<file path="src/rtl/t_flip_flop_counter_pkg.sv">
// Shared types and helpers for the T-stage modulo-N counter.
// Holds direction encodings and the non-wrap toggle mask.
package t_flip_flop_counter_pkg;

  localparam logic DIR_UP   = 1'b1;
  localparam logic DIR_DOWN = 1'b0;
  localparam int   MAX_W    = 16;

  // Stage i toggles when every lower stage is 1 (up) or 0 (down).
  function automatic logic [MAX_W-1:0] toggle_mask(
    input logic [MAX_W-1:0] q,
    input logic             up,
    input logic             en
  );
    logic [MAX_W-1:0] m;
    logic             run;
    m   = '0;
    run = en;
    for (int i = 0; i < MAX_W; i++) begin
      m[i] = run;
      run  = run & ((up == DIR_UP) ? q[i] : ~q[i]);
    end
    return m;
  endfunction

endpackage

</file>
<file path="src/rtl/t_flip_flop_counter_t_stage.sv">
// Single toggle flip-flop with synchronous active-high reset.
// One copy per count bit; the parent computes its toggle input.
module t_stage (
  input  logic clk,
  input  logic rst,
  input  logic t,
  output logic q
);

  logic r_q;

  // Toggle on t, clear on reset.
  always_ff @(posedge clk) begin
    if (rst) r_q <= 1'b0;
    else     r_q <= r_q ^ t;
  end

  assign q = r_q;

endmodule

</file>
<file path="src/rtl/t_flip_flop_counter.sv">
// Modulo-N up/down counter built from a chain of T stages.
// Optional parallel load: define T_FLIP_FLOP_COUNTER_LOAD_EN.
module t_flip_flop_counter
  import t_flip_flop_counter_pkg::*;
#(
  parameter int WIDTH   = 4,
  parameter int MODULUS = 10
) (
  input  logic             clk,
  input  logic             rst,
  input  logic             en,
  input  logic             up,
  input  logic             load,
  input  logic [WIDTH-1:0] d,
  output logic [WIDTH-1:0] q,
  output logic [WIDTH-1:0] t,
  output logic             tc,
  output logic             wrap
);

  localparam logic [WIDTH-1:0] MAXV  = WIDTH'(MODULUS - 1);
  localparam logic [WIDTH:0]   MOD_W = (WIDTH+1)'(MODULUS);

  logic [WIDTH-1:0] w_q;
  logic [WIDTH-1:0] w_t;
  logic [WIDTH-1:0] w_t_nat;
  logic [WIDTH-1:0] w_target;
  logic [WIDTH-1:0] w_ld_val;
  logic             w_load;
  logic             w_tc;
  logic             r_wrap;

`ifdef T_FLIP_FLOP_COUNTER_LOAD_EN
  assign w_load   = load;
  assign w_ld_val = ({1'b0, d} >= MOD_W) ? MAXV : d;
`else
  logic w_unused_ld;
  assign w_unused_ld = ^{load, d, MOD_W};
  assign w_load      = 1'b0;
  assign w_ld_val    = '0;
`endif

  assign w_t_nat  = WIDTH'(toggle_mask(MAX_W'(w_q), up, en));
  assign w_target = (up == DIR_DOWN) ? MAXV : '0;
  assign w_tc     = en & ((up == DIR_UP) ? (w_q == MAXV)
                                         : (w_q == '0));

  // Load overrides wrap, wrap overrides the natural carry chain.
  always_comb begin
    w_t = w_t_nat;
    if (w_load)    w_t = w_q ^ w_ld_val;
    else if (w_tc) w_t = w_q ^ w_target;
  end

  for (genvar i = 0; i < WIDTH; i++) begin : g_stage
    t_stage u_stage (
      .clk (clk),
      .rst (rst),
      .t   (w_t[i]),
      .q   (w_q[i])
    );
  end

  // Wrap pulse follows tc unless reset or load claims the edge.
  always_ff @(posedge clk) begin
    if (rst || w_load) r_wrap <= 1'b0;
    else               r_wrap <= w_tc;
  end

  assign q    = w_q;
  assign t    = w_t;
  assign tc   = w_tc;
  assign wrap = r_wrap;

endmodule

</file>
<file path="config.mk">
export PLATFORM = sky130hd
export DESIGN_NAME = t_flip_flop_counter
export DESIGN_NICKNAME = d
export VERILOG_FILES = /design/src/rtl/t_flip_flop_counter_pkg.sv /design/src/rtl/t_flip_flop_counter_t_stage.sv /design/src/rtl/t_flip_flop_counter.sv
export SDC_FILE = /design/constraint.sdc
export NUM_CORES = 1
export LEC_CHECK = 0
export CAP_MARGIN = 20
export CORE_AREA = 3 3 40 42
export CTS_CLUSTER_DIAMETER = 80
export CTS_CLUSTER_SIZE = 16
export DETAILED_ROUTE_END_ITERATION = 10
export DIE_AREA = 0 0 43 45
export HOLD_SLACK_MARGIN = 0.05
export SKIP_CTS_REPAIR_TIMING = 1
export SLEW_MARGIN = 10
export SYNTH_ARGS = -nofsm -noshare
export SYNTH_HDL_FRONTEND = slang
export SYNTH_SLANG_ARGS = --single-unit
export TNS_END_PERCENT = 30
</file>
<file path="constraint.sdc">
create_clock -name clk -period 2.1 [get_ports clk]
set_clock_uncertainty 0.2 [all_clocks]
set_input_delay 0.42 -clock clk [delete_from_list [all_inputs] [get_ports clk]]
set_output_delay 0.42 -clock clk [all_outputs]
set_load 0.01 [all_outputs]
</file>
==> results by group, run 1 <==
Worst setup path
  • CP arrival: 1.33 ns
  • Worst Path Required: 1.48 ns
  • Worst Setup Start Kind: primary input
  • Worst reg2reg endpoint: g_stage[2].u_stage.q$_SDFF_PP0_
  • CP Capture Type: primary output
  • Crit path capture: tc
  • Worst r2r src: g_stage[0].u_stage.q$_SDFF_PP0_
  • CP peak stage delay: 0.20 ns
  • Reg2Reg Depth: 6
  • Setup CP Type: primary input to primary output
  • Critical Path, Cell by Cell: dlymetal6s2s_1 -> and2_4 -> buf_4 -> a21oi_1 -> nor2_1 -> clkbuf_2
  • R2R setup slack: 0.42 ns
  • CP max stage cell: a21oi_1
  • Crit. Startpoint: up
  • Crit-path max FO: 6

Layout
  • Area delta synth->final: 48.26%
  • Most frequent cells in the layout: buf_4 (16), nor2_1 (6), nand2_1 (6), dlymetal6s2s_1 (6), clkdlybuf4s50_1 (6)
  • Fin area: 638.1 um^2
  • Layout cell share with drive strength beyond 1: 34.67%
  • Leading cell type in the layout, fill and taps excluded: buf_4
  • N_diodes: 0
  • Nets: 85

Synth
  • Syn Area/Cell: 7.826 um^2
  • Count of flip-flops with a built-in enable after synthesis: 0
  • Post-synth top flop: dfxtp_1
  • Ys Warns: 0
  • Sequential area share after synthesis: 23.26%
  • Mapped Nets: 64
  • Post-synth cell types: 23
  • Synth area leaders: dfxtp_1 (23%), buf_4 (16%), buf_6 (5.2%)
  • Share of Yosys cell area claimed by the top area cell type: 23.26%
  • Most area-hungry cell type in the Yosys netlist: dfxtp_1
  • Post-synthesis cell area: 430.4 um^2
  • Fraction of registers with async set/reset: 0%
  • Synthesized flop and latch total: 5
  • Mapped Cells: 55

Clocking
  • Worst-path clk slew: 0.04 ns
  • H-tree levels: 1
  • CTS Sinks: 5
  • Max Root-Sink Buffers: 2
  • Clock root buffer: clkbuf_4
  • Clk_lat worst skew: 0.24 ns
  • CTS tree: done
  • Cts bufs inserted: 3

Global routing
  • Grt ovf: 0
  • Largest net degree at the start of global routing: 10
  • Number of global-route vias before repair: 423
  • Total Routing Usage GR: 11.98%
  • First-pass GRT wire length: 1780 um
  • Initial antenna violation count: 0

Routing
  • DR pass1 iterations: 4
  • Via count: 411
  • Drt drc: 0
  • DRT iter0 DRCs: 9
  • Via density: 4.567
  • Post-route antenna net violation count: 0
  • WL/cell: 10.73 um
  • Detailed Route WL: 966 um

Power
  • Peak supply drop: 0.0003388 V
  • Tot Pwr: 0.3570 mW
  • Pwr/cell area: 559.4 mW/mm^2
  • Leak: 0.3282 nW

Timing
  • Slew Viols, Final: 0
  • Final TNS setup: 0 ns
  • Worst Hold Slack: 0.4581 ns
  • Worst Tran Pin Value: 0.3005 ns
  • RSZ-0062 raised after global routing: no
  • Max Clock Freq: 512.9 MHz
  • Final period utilization: 92.84%
  • Period minus WS final: 1.950 ns
  • Slew HR: 79.94%
  • Hold Vio Cnt, Final: 0
  • Final setup viols: 0

Placement
  • Hpwl dp: 760.2 um
  • Port-buffer cells: 13
  • Placed Area: 601.8 um^2
  • Routability Congestion: 0.8331

Floorplan
  • Die area: 0.001935 mm^2
  • Die W: 43 um
  • Core area: 0.001285 mm^2
  • Initial Utilization: 33.50%
  • Site Rows: 13
  • I/O pin count: 19
  • Die H: 45 um

Outcome
  • Outcome: completed

Flow run
  • Maxcap violations: 0

Hold path
  • HP Class: primary input to flip-flop
-- final cells by class --
cell class | count | area [um^2]
Fill cell | 131 | 646.9
Inverter | 2 | 7.507
Sequential cell | 5 | 100.1
Multi-Input combinational cell | 35 | 225.2
Tap cell | 15 | 18.77
Timing Repair Buffer | 29 | 260.3
Clock buffer | 4 | 26.28
-- routing by layer --
metal	global-route usage, %	part of all wire, %
met1	15.38	44
met2	18.86	49
met3	1.992	6.2
met4	7.229	0.93
met5	0	0
-- worst min path at each step --
stage          slack [ns]                       startpoint  depth (start not counted)                              end
4_1_cts              0.45  g_stage[1].u_stage.q$_SDFF_PP0_                          3                  wrap$_SDFF_PP0_
5_1_grt              0.52                               en                          4                  wrap$_SDFF_PP0_
3_3_place_gp         0.44  g_stage[2].u_stage.q$_SDFF_PP0_                          3                  wrap$_SDFF_PP0_
3_5_place_dp         0.45  g_stage[1].u_stage.q$_SDFF_PP0_                          3                  wrap$_SDFF_PP0_
6_report             0.46                               en                          4  g_stage[0].u_stage.q$_SDFF_PP0_
2_1_floorplan        0.28                              rst                          1  g_stage[2].u_stage.q$_SDFF_PP0_
-- synth_stat cells (2+ instances only) --
cell type,instances
a21oi_1,4
xnor2_1,2
dfxtp_1,5
nand3_1,2
clkbuf_1,2
nand2_1,6
nor3_1,3
buf_4,9
buf_6,2
nor2_1,6
inv_1,2
-- state kept, by name (all words and copies together), names as in the netlist --
name,cells
g_stage.u_stage.q,4
wrap,1
-- logic make-up (layout without fill, tap and decap cells) --
logic type	Yosys count	in the layout	synth area share, %
AOI/OAI and AO/OA	10	10	20.35
buffers and inverters	15	35	24.42
and+or+nand+nor	21	21	22.97
DFF	5	5	23.26
xor gates and xnor gates	2	2	4.071
muxes	2	2	4.942
-- where the power goes --
part	internal, mW	switching [mW]	total (mW)
logic	0.0785	0.0562	0.135
clock network	0.0717	0.0368	0.108
registers	0.103	0.0104	0.114
total	0.253	0.103	0.357
-- through the flow --
step                      worst slack [ns]  utilization, %  std cells
after detailed placement           -0.6035           46.84         86
final                               0.1504           49.66         90
after global placement             -0.5897           46.84         86
after floorplan                     0.2903               -         55
after global routing               0.03615           49.66         90
after CTS                          -0.6135           48.88         90
-- worst max-delay path: cells and delay by family --
family	cells	cell delay [ns]
buffers and inverters	3	0.45
and+or+nand+nor	2	0.26
AOI/OAI and AO/OA	1	0.20
No activity file was read; power rests on OpenSTA's default activity.
==> run 2, diff against run 1 <==
--- a/config.mk
+++ b/config.mk
@@ -5,7 +5,7 @@
 export SDC_FILE = /design/constraint.sdc
 export NUM_CORES = 1
 export LEC_CHECK = 0
-export CAP_MARGIN = 20
+export CAP_MARGIN = 5
 export CORE_AREA = 3 3 40 42
 export CTS_CLUSTER_DIAMETER = 80
 export CTS_CLUSTER_SIZE = 16
==> results of run 2 <==
The final DEF is identical to that of run 1; final timing and power are the same.
==> run 3, diff against run 2 <==
--- a/config.mk
+++ b/config.mk
@@ -12,6 +12,7 @@
 export DETAILED_ROUTE_END_ITERATION = 10
 export DIE_AREA = 0 0 43 45
 export HOLD_SLACK_MARGIN = 0.05
+export SETUP_SLACK_MARGIN = 0.1
 export SKIP_CTS_REPAIR_TIMING = 1
 export SLEW_MARGIN = 10
 export SYNTH_ARGS = -nofsm -noshare
==> results by group, run 3 (same netlist as run 1, synthesis figures left out) <==
Power
  • Peak supply drop: 0.0003388 V (about the same)
  • Pwr/cell area: 559.5 mW/mm^2 (about the same)
  • Leak: 0.3285 nW (+0.10%)
  • Tot Pwr: 0.3570 mW (about the same)

Timing
  • Period minus WS final: 1.990 ns (+0.04039 ns)
  • Final TNS setup: 0 ns (unchanged)
  • Slew HR: 79.92% (about the same)
  • Final setup viols: 0 (unchanged)
  • Slew Viols, Final: 0 (unchanged)
  • Setup ws final: 0.1100 ns (-0.04039 ns)
  • Hold Vio Cnt, Final: 0 (unchanged)
  • RSZ-0062 raised after global routing: yes
  • Max Clock Freq: 502.5 MHz (-2.0%)
  • Final period utilization: 94.76% (+1.9 points)
  • Worst Tran Pin Value: 0.3008 ns (+0.0002836 ns)

Worst setup path
  • CP peak stage delay: 0.20 ns (about the same)
  • Worst Path Required: 1.48 ns (about the same)
  • CP max stage cell: a21oi_1
  • Most frequent cell on the critical path: dlymetal6s2s_1
  • Setup CP Type: primary input to primary output
  • Reg2Reg Depth: 6 (unchanged)
  • CP Buf/Inv Count: 3 (unchanged)
  • Worst r2r src: g_stage[0].u_stage.q$_SDFF_PP0_
  • Worst Setup Start Kind: primary input
  • Crit-path max FO: 6 (unchanged)
  • R2R setup slack: 0.42 ns (about the same)
  • CP Depth: 6 (unchanged)
  • Critical Path, Cell by Cell: dlymetal6s2s_1 -> and2_4 -> buf_4 -> a21oi_1 -> nor2_1 -> dlymetal6s2s_1
  • Crit. Startpoint: up
  • Crit path capture: tc
  • CP Capture Type: primary output
  • CP arrival: 1.37 ns (+0.04 ns)
  • Worst reg2reg endpoint: g_stage[2].u_stage.q$_SDFF_PP0_
  • Crit-path leading delay family: buffers and inverters

Routing
  • Post-route antenna net violation count: 0 (unchanged)
  • Via count: 411 (unchanged)
  • DR pass1 iterations: 4 (unchanged)
  • WL/cell: 10.76 um (+0.21%)
  • Via density: 4.567 (unchanged)
  • DRT iter0 DRCs: 9 (unchanged)
  • Detailed Route WL: 968 um (+0.21%)
  • Drt drc: 0 (unchanged)

Layout
  • Nets: 85 (unchanged)
  • Area delta synth->final: 48.26% (unchanged)
  • Most frequent cells in the layout: buf_4 (16), nor2_1 (6), nand2_1 (6), dlymetal6s2s_1 (6), clkdlybuf4s50_1 (6)
  • Leading cell type in the layout, fill and taps excluded: buf_4
  • Fin util: 49.66% (unchanged)
  • Layout cell share with drive strength beyond 1: 34.67% (unchanged)
  • N_diodes: 0 (unchanged)
  • Fin area: 638.1 um^2 (unchanged)
  • Max reg flops: 4 (unchanged)

Floorplan
  • Core area: 0.001285 mm^2 (unchanged)
  • Die area: 0.001935 mm^2 (unchanged)
  • Site Rows: 13 (unchanged)
  • Die W: 43 um (unchanged)
  • Die H: 45 um (unchanged)
  • Initial Utilization: 33.50% (unchanged)
  • I/O pin count: 19 (unchanged)

Clocking
  • Worst-path clk slew: 0.04 ns (about the same)
  • CTS Sinks: 5 (unchanged)
  • Cts bufs inserted: 3 (unchanged)
  • CTS tree: done
  • Max Root-Sink Buffers: 2 (unchanged)
  • H-tree levels: 1 (unchanged)
  • Clock root buffer: clkbuf_4
  • Clk_lat worst skew: 0.24 ns (about the same)

Placement
  • Port-buffer cells: 13 (unchanged)
  • Routability Congestion: 0.8331 (unchanged)
  • Setup WS pre-CTS: -0.6035 ns (unchanged)
  • Placed Area: 601.8 um^2 (unchanged)
  • Hpwl dp: 760.2 um (unchanged)

Global routing
  • Grt ovf: 0 (unchanged)
  • First-pass GRT wire length: 1780 um (unchanged)
  • Total Routing Usage GR: 11.98% (unchanged)
  • Number of global-route vias before repair: 423 (unchanged)
  • Largest net degree at the start of global routing: 10 (unchanged)
  • Initial antenna violation count: 0 (unchanged)

Flow run
  • Maxcap violations: 0 (unchanged)

Outcome
  • Outcome: completed

Hold path
  • HP Class: primary input to flip-flop
  • Worst hold start: en
## run 3: cell counts in the layout (fill, tap and decap cells not counted)
Identical to the previous run, type by type.
## run 3: area by class of cell
cell class / instances / area [um^2]
Fill cell: 130 / 646.9
Multi-Input combinational cell: 35 / 225.2
Tap cell: 15 / 18.77
Inverter: 2 / 7.507
Sequential cell: 5 / 100.1
Clock buffer: 4 / 26.28
Timing Repair Buffer: 29 / 260.3
## run 3: how the worst min path moves through the flow
stage	end	cells past startpoint
2_1_floorplan	g_stage[2].u_stage.q$_SDFF_PP0_	1
3_3_place_gp	wrap$_SDFF_PP0_	3
3_5_place_dp	wrap$_SDFF_PP0_	3
4_1_cts	wrap$_SDFF_PP0_	3
5_1_grt	wrap$_SDFF_PP0_	4
6_report	g_stage[0].u_stage.q$_SDFF_PP0_	4
## run 3: tightest hold or removal path: stages
cell and delay, ns:
dlymetal6s2s_1 0.14, buf_4 0.16, xnor2_1 0.07, nor2_1 0.07
## run 3: where the power goes
| part | internal, mW | switching, mW |
|---|---|---|
| Clock | 0.0717 | 0.0368 |
| Combinational | 0.0786 | 0.0562 |
| Sequential | 0.103 | 0.0104 |
## run 3: per-stage QoR
stage                     hold slack, ns  cells
final                             0.4582     90
after global routing              0.5208     90
after CTS                         0.4530     90
after detailed placement          0.4492     86
after global placement            0.4366     86
after floorplan                   0.2833     55
## run 3: layer usage
metal | up-vias | global-route usage (%) | part of all wire (%)
li1 | 216 | - | -
met1 | 177 | 15.38 | 44
met4 | 0 | 7.229 | 0.93
met2 | 16 | 18.86 | 49
met3 | 2 | 1.992 | 6.6
met5 | - | 0 | 0
